$ cat config.mk
export PLATFORM = sky130hd
export DESIGN_NAME = booth_seq_ctrl
export DESIGN_NICKNAME = d
export VERILOG_FILES = /design/src/rtl/booth_seq_ctrl.sv
export SDC_FILE = /design/constraint.sdc
export NUM_CORES = 1
export LEC_CHECK = 0
export CORE_MARGIN = 4
export CORE_UTILIZATION = 51
export DETAILED_ROUTE_END_ITERATION = 12
export GPL_TIMING_DRIVEN = 1
export MAX_ROUTING_LAYER = met4
export PLACE_DENSITY = 0.85
export SYNTH_ARGS = -nofsm -noshare
export SYNTH_HDL_FRONTEND = slang
export SYNTH_SLANG_ARGS = --single-unit
$ cat constraint.sdc
create_clock -name Clk -period 5.5 [get_ports Clk]
set_clock_uncertainty 0.1 [all_clocks]
set_input_delay 1.1 -clock Clk [delete_from_list [all_inputs] [get_ports Clk]]
set_output_delay 1.1 -clock Clk [all_outputs]
set_load 0.1 [all_outputs]
$ cat src/rtl/booth_seq_ctrl.sv
// Sequential 8x8 unsigned multiplier that time-shares one 4x4 Booth core over four nibble steps.
// Optional zero-operand bypass is enabled by defining BOOTH_SEQ_EARLY_EXIT_EN.

module booth4 (
  input  logic [3:0] a,
  input  logic [3:0] b,
  output logic [7:0] p
);
  logic [6:0] bx;
  logic [2:0] grp;
  logic [7:0] pp;
  logic [7:0] acc;

  // Radix-4 recoding of zero-extended b; arithmetic mod 2^8 is exact since a*b < 256.
  always_comb begin
    bx  = {2'b00, b, 1'b0};
    acc = 8'd0;
    grp = 3'd0;
    pp  = 8'd0;
    for (int i = 0; i < 3; i++) begin
      grp = bx[2*i +: 3];
      case (grp)
        3'b001, 3'b010: pp = {4'b0000, a};
        3'b011:         pp = {3'b000, a, 1'b0};
        3'b100:         pp = 8'd0 - {3'b000, a, 1'b0};
        3'b101, 3'b110: pp = 8'd0 - {4'b0000, a};
        default:        pp = 8'd0;
      endcase
      acc = acc + (pp << (2 * i));
    end
    p = acc;
  end
endmodule

module booth_seq_ctrl (
  input  logic        Clk,
  input  logic        Reset,
  input  logic        Start,
  input  logic [7:0]  A,
  input  logic [7:0]  B,
  output logic        Busy,
  output logic        Done,
  output logic [15:0] Z
);
  typedef enum logic [1:0] {IDLE, MUL, DONE} state_t;

  state_t      state;
  logic [1:0]  step;
  logic [7:0]  a_q;
  logic [7:0]  b_q;
  logic [15:0] acc;
  logic [3:0]  nib_a;
  logic [3:0]  nib_b;
  logic [7:0]  pp;
  logic [15:0] pp_shift;
  logic [15:0] sum;
  logic        accept;
  logic        zero_op;

  booth4 u_booth4 (.a(nib_a), .b(nib_b), .p(pp));

  always_comb begin
    nib_a = step[1] ? a_q[7:4] : a_q[3:0];
    nib_b = step[0] ? b_q[7:4] : b_q[3:0];
    case (step)
      2'd0:    pp_shift = {8'd0, pp};
      2'd3:    pp_shift = {pp, 8'd0};
      default: pp_shift = {4'd0, pp, 4'd0};
    endcase
    sum    = acc + pp_shift;
    accept = Start && (state == IDLE || state == DONE);
`ifdef BOOTH_SEQ_EARLY_EXIT_EN
    zero_op = (A == 8'd0) || (B == 8'd0);
`else
    zero_op = 1'b0;
`endif
  end

  // A zero operand jumps straight to the last step: AH*BH is then zero, so Z lands as 0 one edge later.
  always_ff @(posedge Clk) begin
    if (Reset) begin
      state <= IDLE;
      step  <= 2'd0;
      acc   <= 16'd0;
      a_q   <= 8'd0;
      b_q   <= 8'd0;
      Z     <= 16'h0000;
      Busy  <= 1'b0;
      Done  <= 1'b0;
    end else begin
      case (state)
        IDLE, DONE: begin
          Done <= 1'b0;
          if (accept) begin
            a_q   <= A;
            b_q   <= B;
            acc   <= 16'd0;
            step  <= zero_op ? 2'd3 : 2'd0;
            Busy  <= !zero_op;
            state <= MUL;
          end else begin
            state <= IDLE;
          end
        end
        MUL: begin
          acc  <= sum;
          step <= step + 2'd1;
          if (step == 2'd3) begin
            Z     <= sum;
            Done  <= 1'b1;
            Busy  <= 1'b0;
            acc   <= 16'd0;
            state <= DONE;
          end
        end
        default: state <= IDLE;
      endcase
    end
  end
endmodule

Yosys cells after proc, flatten, opt, wreduce, memory -nomap -nowiden
Index checks and enable logic that the tools add are counted.

word-level totals
  register bits after elaboration = 54
  input port bits = 19
  output and inout port bits = 18
  word-level logic and storage cells = 60

operators by class
  add/sub/neg operators = 6
  eq/ne operators = 14
  mux-type cells = 19
  reductions and logical operators = 13

operators with widths
  operator               count
  $pmux W16 S2           2
  $mux W16               2
  $pmux W6 S4            1
  $pmux W8 S3            1
  $add A16 B16 Y16       1
  $add A8 B8 Y8          2
  $mux W4                3
  $eq A3 B3 Y1 const B   3
  $eq A2 B2 Y1 const B   4
  $pmux W2 S2            2
  $reduce_and A2 Y1      4
  $eq A3 B2 Y1 const B   2
  $reduce_or A2 Y1       3
  $sub A1 B5 Y6 const A  1
  $sub A1 B4 Y5 const A  1
  $eq A2 B1 Y1 const B   2
  $logic_not A2 Y1       2
  $mux W1                4
  $mux W2                2
  $ne A2 B2 Y1 const B   2
  $pmux W1 S2            2
  $eq A3 B1 Y1 const B   1
  $reduce_and A3 Y1      1
  $add A2 B1 Y2 const B  1
  other kinds (3)        3

Depth between registers and ports, before layout
Gate-level depths: netlist (run 1).

  depth in word-level cells = 10
  gate-level depth with buffers = 24
  gate-level depth less buffers = 23

By module
Synthesis (run 1) repeated with hierarchy kept, for this count alone.

second synthesis, totals
  cells, all modules = 448
  area, all modules = 3602.2 sq um

modules (own cells, without submodules)
  module          instances  cells each  area an instance (sq um)  seq. area each (sq um)
  booth_seq_ctrl  1          364         2950.3                    1081.0
  booth4          1          84          651.9                     0.0

Worst setup path before layout (run 1)
OpenSTA, ideal clock, no wires.

  path kind = register to register
  from = register step[1]
  to = register Z[15]
  setup time = 80 ps
  arrival time = 5514 ps
  data required time = 5320 ps
  setup slack = -194 ps
  cell stages (with the launch flop) = 24
  path buffers = 1
  period minus slack after synthesis = 5694 ps
  cell sequence = dfxtp_1 buf_2 mux2i_1 ha_1 or4b_1 and2_1 nor2_1 a211oi_1 fa_1 fa_1 a21o_1 a21oi_1 xnor2_2 xnor2_1 nand2_1 o21ai_1 ha_1 a21o_1 a21o_1 o21ai_1 nand2b_1 a31oi_1 xnor3_1 a211oi_2

between the ends
  longest elaborated chain between the ends = 7
  elaborated cells between the ends (all ways) = 13
  those cells by class = add/sub: 5; eq/ne: 1; mux: 5; reduce/logical: 2

RTL lines
  element                                                line    text
  from (decl)                                            48      logic [1:0] step;
  from (signal assigned)                                 98      step <= zero_op ? 2'd3 : 2'd0;
  from (signal assigned)                                 107     step <= step + 2'd1;
  $mux W4                                                63      nib_a = step[1] ? a_q[7:4] : a_q[3:0];
  $sub A1 B5 Y6 / $sub A1 B4 Y5 (equally long branches)  25, 26
  $pmux W6 S4 / $pmux W8 S3 (equally long branches)      22      case (grp)
  $add A8 B8 Y8 (2 in series)                            29      acc = acc + (pp << (2 * i));
  $pmux W16 S2                                           65      case (step)
  $add A16 B16 Y16                                       70      sum = acc + pp_shift;
  to (signal assigned)                                   109     Z <= sum;
  to (decl)                                              43      output logic [15:0] Z

Parallel ways exist; a longest one is shown, timed or not.
A chain may end at the register's enable or synchronous reset.

Worst setup path after layout (run 1)
Ends and elaborated chain as after synthesis.

==> flow_summary.toml, run 1 <==
[timing]
finalCritPeriodShare_pct = 96.3
finalCriticalPeriod_ps = 5300
setup_viol = 0
slew_violations = 0
relSlewSlack_pct = 21.1
worst_pin_slew_ps = 1180
holdWs_ps = 357
layout_setup_ws_ps = 202
max_freq_ghz = 0.189
rsz0062_at_grt = "no"
hold_violations = 0

[critical_path]
end_kind = "flip-flop"
critical-path-max-stage-delay_ps = 500
reg2reg_from = "step[1]"
path_cells = "mux2i_4 -> ha_2 -> or4b_1 -> and2_1 -> nor2_1 -> a211oi_2 -> fa_1 -> fa_2 -> a21o_1 -> a21oi_2 -> xnor2_2 -> xnor2_2 -> nand2_1 -> o21ai_1 -> ha_1 -> a21o_1 -> a21o_1 -> nor2_1 -> o211ai_1 -> a31oi_2 -> xnor3_1 -> a211oi_2"
arrival_ps = 5430
critPathKind = "flip-flop to flip-flop"
critical_path_required_ps = 5630
cp_common_cell = "a21o_1"
cpMaxStageDelayCell = "fa_1"
cp.buffers_inverters = 0
critPathLaunchType = "flip-flop"
crit_start = "step[1]"
worstPathMaxFanout = 4
crit_family = "compound AO/OA/AOI/OAI gates"

[global_route]
grt_max_degree = 61
grt_pass1_vias = 3009
antenna_found_initial = 0
grtUsageTotal_pct = 21.0
overflow = 0
grt_pass1_wl_um = 14000

[finish]
nFillCells = 543
fin_util_pct = 63.1
syn_to_final_growth_pct = 18.7
multi_input_area_sq_mm = 0.00227
n_antenna_cell = 0
regArea_sq_mm = 0.00108
fin_cells = 538
fin_nets = 509
drive_gt1_share_pct = 9.33

[placed_design]
gp_congestion = 0.903
hpwl_um = 5930
port_buffers = 36
place_inst = 530
pre_cts_slack_ps = -69.8

[synth]
synth.most_common_cell = "nand2_1"
yosysWarnings = 0
synth-seq-area-share_pct = 31.6
async_flop_share_pct = 0
synth_area_per_cell_sq_um = 8.04
yosys-top-cells-count = "nand2_1 (81), dfxtp_1 (54), a21oi_1 (48)"
syn_nets = 474
ys.flop_type = "dfxtp_1"
yosys-top-cells-area = "dfxtp_1 (32%), ha_1 (9.2%), nand2_1 (8.9%)"
synth.cell_area_sq_mm = 0.00342
synth.top_cell.area_share_pct = 31.6
ys_ff_latch = 54
synth_area_leader_cell = "dfxtp_1"
synth_enable_flop_cells = 0
ys_types = 54
syn_inst = 425

[pwr]
max-vdd-ir-drop_mv = 0.176
p_leak_nw = 1.60
powerDensity_mw_per_mm2 = 219

[drt]
postRouteAntennaNets = 0
wire_per_inst_um = 15.0
wl_um = 8060
route.detailed.drc = 0
via_per_inst = 5.73
first_pass_iters = 4
drtIter0Drc = 170
vias = 3081

[floorplan]
ioPinCount = 37
design.core.area_sq_mm = 0.00642
start_util_pct = 53.2
die_h_um = 89.8
die_area_sq_mm = 0.00807
num_rows = 29
die_w_um = 89.8

[hold_path]
hold_path.startpoint = "Z[4]"
hp-class = "flip-flop to flip-flop"

[clocking]
h-tree-depth = 2
post-cts-setup-buffers = 0
cts_tree = "yes"
clk_path_buf_depth = 2
clock_latency_ps = 310
root_buffer = "clkbuf_8"
postCtsHoldBufs = 0
cts-buffers-inserted = 5
cts.sinks = 54
path_clk_slew_ps = 100

[status]
outcome = "finished clean"

[flow_run]
drv_cap = 0
[layout by cell type (no fill, tap or decap), types with 4 or more instances in the layout]
| master | netlist | layout |
|---|---|---|
| inv_1 | 9 | 9 |
| a22oi_1 | 11 | 11 |
| xor2_1 | 6 | 6 |
| nand3_1 | 8 | 8 |
| o21ai_1 | 6 | 6 |
| nand2b_1 | 5 | 5 |
| buf_4 | 0 | 14 |
| nand2_1 | 81 | 81 |
| o21ai_0 | 9 | 9 |
| nand3b_1 | 4 | 4 |
| clkdlybuf4s50_1 | 0 | 35 |
| xnor2_1 | 13 | 12 |
| a21o_1 | 6 | 6 |
| a21oi_1 | 48 | 47 |
| and2_1 | 8 | 8 |
| ha_1 | 25 | 24 |
| nor2_1 | 34 | 34 |
| fa_1 | 5 | 4 |
| dfxtp_1 | 54 | 53 |
| a31oi_1 | 5 | 4 |
| clkbuf_8 | 0 | 5 |
| nor2b_1 | 8 | 8 |
| mux2i_1 | 8 | 6 |
[power breakdown]
part | internal [mW] | total [mW] | switching [mW]
sequential | 0.402 | 0.412 | 0.0103
combinational | 0.0832 | 0.203 | 0.120
clock | 0.136 | 0.273 | 0.137
total | 0.621 | 0.888 | 0.266
[final cells by class]
type                       instances  area share [%]
timing repair buffer              50            11.4
inverter                           9           0.833
clock buffer                       6            1.79
multi-input combinational        340            56.0
sequential                        54            26.8
tap                               77            2.38
clock inverter                     2           0.926
[stage by stage]
step | instance area (sq um) | TNS [ps] | total power [mW]
after global routing | 4050 | 0 | 0.936
after floorplan | 3450 | 0 | 0.560
final | 4050 | 0 | 0.888
after global placement | 3910 | 0 | 0.613
after detailed placement | 3910 | -69.8 | 0.617
after CTS | 4030 | 0 | 0.891
[what timing repair did]
| action | 4_1_cts | 5_1_grt |
|---|---|---|
| gates resized for setup | 2 | 7 |
| gates cloned | 0 | 0 |
| pin swaps | 0 | 2 |
| endpoints found under the setup margin | 1 | 11 |
[sequential cells by signal, indices dropped and copies added (netlist names)]
register  flops
Z            16
acc          16
step          2
b_q           8
Done          1
Busy          1
a_q           8
state         2
[worst min-delay path: cells and delay by family (launching register included)]
kind,cells,cell delay [ps]
AND/OR/NAND/NOR,1,50
AO/OA/AOI/OAI,1,50
flip-flops,1,320
[final timing paths]
check,end,slack (ps),cells after the start
max reg2reg,Z[15],200,22
min,Z[4],360,2
max,Z[15],200,22
min reg2reg,Z[4],360,2
[kinds of logic (layout without fill, tap and decap cells)]
| logic type | count (synthesis) | count (layout) | share of synthesized area (%) |
|---|---|---|---|
| adder cells (fa/ha/maj) | 30 | 30 | 12.1 |
| multiplexers | 13 | 13 | 4.18 |
| flip-flops | 54 | 54 | 31.6 |
| AO/OA/AOI/OAI | 111 | 111 | 20.3 |
| AND/OR/NAND/NOR | 165 | 165 | 22.2 |
| buffers and inverters | 31 | 67 | 3.66 |
| XOR/XNOR | 21 | 21 | 6.01 |
[metal layers]
layer / wire length (um) / global-route usage, %
met5: 0 / -
met2: 3710 / 33.4
met3: 273 / 2.92
met4: 120 / 5.87
met1: 3960 / 28.2
(Power assumes the default switching activity.)
==> run 2: changes to the inputs <==
--- a/config.mk
+++ b/config.mk
@@ -11,6 +11,7 @@
 export GPL_TIMING_DRIVEN = 1
 export MAX_ROUTING_LAYER = met4
 export PLACE_DENSITY = 0.85
+export REMOVE_ABC_BUFFERS = 1
 export SYNTH_ARGS = -nofsm -noshare
 export SYNTH_HDL_FRONTEND = slang
 export SYNTH_SLANG_ARGS = --single-unit
==> run 2 against run 1 <==
Effect of this change:
- critical path depth did not move
- setup slack improved by 46 ps
- non-clock buffer count did not move
- hold slack improved by 2.5 ps
- die area did not move
- combinational power barely moved
- cell count did not move
- sequential cell count did not move
- fmax rose by 0.87%
- utilization fell by 0.84 points
- clock-buffer cell count did not move
- sequential power barely moved
==> flow_summary.toml, run 2 (synthesis gave the netlist of run 1 again) <==
[placed_design]
hpwl_um = 5970
port_buffers = 36
place_inst = 528
gp_congestion = 0.963
placed_cell_area_sq_mm = 0.00387

[pwr]
p_seq_share_pct = 48.5
max-vdd-ir-drop_mv = 0.158
power_frac_clock_pct = 27.9
p_comb_share_pct = 23.7
p_sw_share_pct = 31.9
p_switching_uw = 271
powerDensity_mw_per_mm2 = 212
p_leak_nw = 1.59
p_int_uw = 578

[status]
outcome = "finished clean"

[clocking]
cts.sinks = 54
cts-buffers-inserted = 5
clk_path_buf_depth = 2
path_clk_slew_ps = 110
postCtsHoldBufs = 0
root_buffer = "clkbuf_8"
cts_tree = "yes"
clock_latency_ps = 320
h-tree-depth = 2

[drt]
wl_um = 8050
postRouteAntennaNets = 0
route.detailed.drc = 0
first_pass_iters = 5
wire_per_inst_um = 15.0
drtIter0Drc = 320
via_per_inst = 5.92
vias = 3185

[critical_path]
cp_common_cell = "a21o_1"
critical-path-max-stage-delay_ps = 500
worstPathMaxFanout = 4
arrival_ps = 5380
cpMaxStageDelayCell = "fa_1"
end_kind = "flip-flop"
critPathLaunchType = "flip-flop"
crit_family = "compound AO/OA/AOI/OAI gates"
path_cells = "mux2i_2 -> ha_1 -> or4b_1 -> and2_1 -> nor2_1 -> a211oi_1 -> fa_1 -> fa_1 -> a21o_1 -> a21oi_2 -> xnor2_2 -> xnor2_2 -> nand2_1 -> o21ai_1 -> ha_1 -> a21o_1 -> a21o_1 -> o21ai_1 -> nand2b_1 -> a31oi_2 -> xnor3_1 -> a211oi_2"
critPathKind = "flip-flop to flip-flop"
cp.buffers_inverters = 0
critical_path_required_ps = 5630

[flow_run]
drv_cap = 0

[timing]
relSlewSlack_pct = 19.2
finalCritPeriodShare_pct = 95.5
worst_pin_slew_ps = 1210
max_freq_ghz = 0.190
slew_violations = 0
finalCriticalPeriod_ps = 5250
setup_viol = 0
holdWs_ps = 359
hold_violations = 0

[finish]
final_cell_mix = "nand2_1 (81), dfxtp_1 (53), a21oi_1 (47), clkdlybuf4s50_1 (35), nor2_1 (34)"
syn_to_final_growth_pct = 17.1
n_antenna_cell = 0
fin_cells = 538
nFillCells = 573
final_common_cell = "nand2_1"
postLayoutCellArea_sq_mm = 0.00400
regArea_sq_mm = 0.00108
drive_gt1_share_pct = 8.46
fin_util_pct = 62.3
fin_nets = 509
top_regs = "Z: 16 flops, acc: 16 flops"
multi_input_area_sq_mm = 0.00223

[floorplan]
design.core.area_sq_mm = 0.00642
num_rows = 29
die_w_um = 89.8
ioPinCount = 37
die_h_um = 89.8
start_util_pct = 53.2
die_area_sq_mm = 0.00807

[global_route]
overflow = 0
grt_pass1_vias = 2903
grt_max_degree = 61
grt_pass1_wl_um = 13500
antenna_found_initial = 0
grtUsageTotal_pct = 20.3

[hold_path]
hp-class = "flip-flop to flip-flop"
==> run 2: power by group through the flow <==
| stage | combinational (mW) | sequential, mW | clock, mW |
|---|---|---|---|
| 2_1_floorplan | 0.124 | 0.424 | 0 |
| 3_3_place_gp | 0.190 | 0.419 | 0 |
| 3_5_place_dp | 0.194 | 0.420 | 0 |
| 4_1_cts | 0.195 | 0.411 | 0.241 |
| 5_1_grt | 0.220 | 0.413 | 0.257 |
| 6_report | 0.201 | 0.411 | 0.236 |
==> run 2: final cells by class <==
cell class              instances  share of cell area [%]
multi-input cells             340                    55.9
flip-flops and latches         54                    27.1
repair buffers                 50                    11.5
well taps                      77                    2.41
clock buffers                   6                    1.81
inverters                       9                   0.845
clock inverters                 2                   0.438
==> run 2: worst paths after layout <==
path / startpoint / cells past startpoint / to / slack [ps]
min reg2reg: Z[8] / 2 / Z[8] / 360
min: Z[8] / 2 / Z[8] / 360
max: step[1] / 22 / Z[15] / 250
max reg2reg: step[1] / 22 / Z[15] / 250
==> run 2: metrics by stage <==
| step | setup slack [ps] | power (mW) | TNS, ps |
|---|---|---|---|
| after global placement | 196 | 0.610 | 0 |
| after global routing | -18.1 | 0.890 | -18.1 |
| after floorplan | -235 | 0.548 | -365 |
| after detailed placement | -36.6 | 0.614 | -36.6 |
| after CTS | 7.32 | 0.847 | 0 |
| final | 248 | 0.848 | 0 |
==> run 2: timing repair <==
| action | 4_1_cts | 5_1_grt |
|---|---|---|
| setup buffers | 0 | 2 |
| setup endpoints to repair | 1 | 11 |
| resized for setup | 1 | 6 |
| pin swaps | 0 | 4 |
==> run 2: layer usage <==
layer | GRT usage [%] | vias to the layer above | wire [um]
met5 | - | - | 0
met4 | 3.83 | 0 | 99
met3 | 2.75 | 12 | 349
met2 | 33.6 | 100 | 3820
met1 | 26.8 | 1515 | 3780
li1 | - | 1558 | -
==> run 2: worst min-delay path, stage by stage, from the launching register on <==
cell and delay [ps]:
dfxtp_1 330, nand2_1 50, a21oi_1 50
==> run 3: changes to the inputs <==
--- a/config.mk
+++ b/config.mk
@@ -6,11 +6,11 @@
 export NUM_CORES = 1
 export LEC_CHECK = 0
 export CORE_MARGIN = 4
-export CORE_UTILIZATION = 51
+export CORE_UTILIZATION = 57
 export DETAILED_ROUTE_END_ITERATION = 12
 export GPL_TIMING_DRIVEN = 1
 export MAX_ROUTING_LAYER = met4
-export PLACE_DENSITY = 0.85
+export PLACE_DENSITY = 0.89
 export REMOVE_ABC_BUFFERS = 1
 export SYNTH_ARGS = -nofsm -noshare
 export SYNTH_HDL_FRONTEND = slang
==> constraint.sdc (replaced) <==
create_clock -name Clk -period 6.01 [get_ports Clk]
set_clock_uncertainty 0.1 [all_clocks]
set_input_delay 0.9015 -clock Clk [delete_from_list [all_inputs] [get_ports Clk]]
set_output_delay 0.9015 -clock Clk [all_outputs]
set_load 0.1 [all_outputs]
==> run 3 against run 2 <==
Effect of this change:
- die area down 9.6%
- combinational power down 12%
- via count decreased by 3.3%
- cell count decreased by 2.2%
- fmax shrank 7.0%
- critical endpoint unchanged
- largest power group unchanged
- highest routed layer unchanged
==> flow_summary.toml, run 3 (synthesis gave the netlist of run 1 again) <==
[timing]
setup_viol = 0
worst_pin_slew_ps = 1120
fin_setup_tns_ps = 0
finalCriticalPeriod_ps = 5650
relSlewSlack_pct = 25.4
rsz0062_at_grt = "no"
layout_setup_ws_ps = 363
hold_violations = 0
slew_violations = 0
max_freq_ghz = 0.177
finalCritPeriodShare_pct = 94.0

[floorplan]
ioPinCount = 37
die_area_sq_mm = 0.00729
die_w_um = 85.4
die_h_um = 85.4
start_util_pct = 60.5
num_rows = 27
design.core.area_sq_mm = 0.00564

[pwr]
p_sw_share_pct = 29.4
power_frac_clock_pct = 31.8
p_seq_share_pct = 46.5
p_leak_nw = 1.57
power_uw = 811
p_comb_share_pct = 21.7
p_switching_uw = 238
p_int_uw = 573
max-vdd-ir-drop_mv = 0.161
powerDensity_mw_per_mm2 = 205

[flow_run]
drv_cap = 0

[status]
outcome = "finished clean"

[global_route]
grt_max_degree = 61
grt_pass1_wl_um = 13000
grtUsageTotal_pct = 22.0
grt_pass1_vias = 2772
antenna_found_initial = 0
overflow = 0

[finish]
drive_gt1_share_pct = 6.39
fin_nets = 503
top_regs = "Z: 16 flops, acc: 16 flops"
fin_cells = 526
fin_util_pct = 70.0
final_cell_mix = "nand2_1 (81), dfxtp_1 (53), a21oi_1 (48), clkdlybuf4s50_1 (35), nor2_1 (34)"
syn_to_final_growth_pct = 15.7
final_common_cell = "nand2_1"
n_antenna_cell = 0

[clocking]
clk_path_buf_depth = 2
cts.sinks = 54
cts_tree = "yes"
clock_latency_ps = 310
h-tree-depth = 2
post-cts-setup-buffers = 0
postCtsHoldBufs = 0
path_clk_slew_ps = 100
cts-buffers-inserted = 5
root_buffer = "clkbuf_8"

[placed_design]
port_buffers = 36
place_inst = 519
gp_congestion = 0.958
hpwl_um = 5720
pre_cts_slack_ps = 239

[drt]
wl_um = 7820
drtIter0Drc = 183
vias = 3080
first_pass_iters = 4
wire_per_inst_um = 14.9
route.detailed.drc = 0
postRouteAntennaNets = 0
via_per_inst = 5.86

[critical_path]
end_kind = "flip-flop"
critPathKind = "flip-flop to flip-flop"
worstPathMaxFanout = 9
critical_path_required_ps = 6140
critPathLaunchType = "flip-flop"
arrival_ps = 5770

[hold_path]
hp-class = "flip-flop to flip-flop"
## run 3: changes by cell type in the layout (fill, tap and decap cells not counted), sizes merged
cell / change
bufinv: +1
buf: -6
inv: -1
clkinv: -1
## run 3: area by class of cell
type	instances	area (sq um)
Sequential cell	54	1080
Tap cell	72	90.1
Timing Repair Buffer	44	415
Clock buffer	6	82.6
Multi-Input combinational cell	340	2220
Inverter	9	33.8
Clock inverter	1	30.0
Fill cell	438	1690
## run 3: through the flow
step,hold slack [ps],area [sq um]
after floorplan,330,3320
after global placement,341,3830
after detailed placement,346,3830
after CTS,361,3940
after global routing,386,3950
final,359,3950
## run 3: path summary, 6_finish.rpt
path	slack, ps	from	depth (start not counted)	end
setup / recovery	360	step[1]	22	Z[15]
hold / removal	360	Z[8]	2	Z[8]
setup reg to reg	360	step[1]	22	Z[15]
hold reg to reg	360	Z[8]	2	Z[8]
## run 3: critical path, cell delays in order (launching register included)
cell and delay [ps]:
dfxtp_2 460, mux2i_1 290, ha_1 210, or4b_1 510, and2_1 200, nor2_1 90
a211oi_1 70, fa_1 530, fa_1 470, a21o_1 200, a21oi_1 250, xnor2_2 110
xnor2_2 220, nand2_1 80, o21ai_1 90, ha_1 300, a21o_1 220, a21o_1 210
o21ai_1 140, nand2b_1 60, a31oi_1 260, xnor3_1 270, a211oi_2 230
## run 3: power groups by stage
stage               clock (mW)  sequential (mW)  combinational (mW)
floorplan                    0            0.388               0.113
detailed placement           0            0.385               0.173
CTS                      0.258            0.377               0.174
global route             0.272            0.378               0.194
global placement             0            0.384               0.169
finish                   0.258            0.377               0.176
## run 3: layer usage
metal | routed length, um | up-vias | GRT usage, %
li1 | - | 1545 | -
met1 | 3730 | 1439 | 31.0
met2 | 3610 | 88 | 33.4
met3 | 405 | 8 | 3.40
met4 | 76 | 0 | 4.60
met5 | 0 | - | -
## run 3: what timing repair did
item                                   4_1_cts  5_1_grt
resized for setup                            0        2
setup endpoints to repair                    0        6
endpoints found under the hold margin        0        0
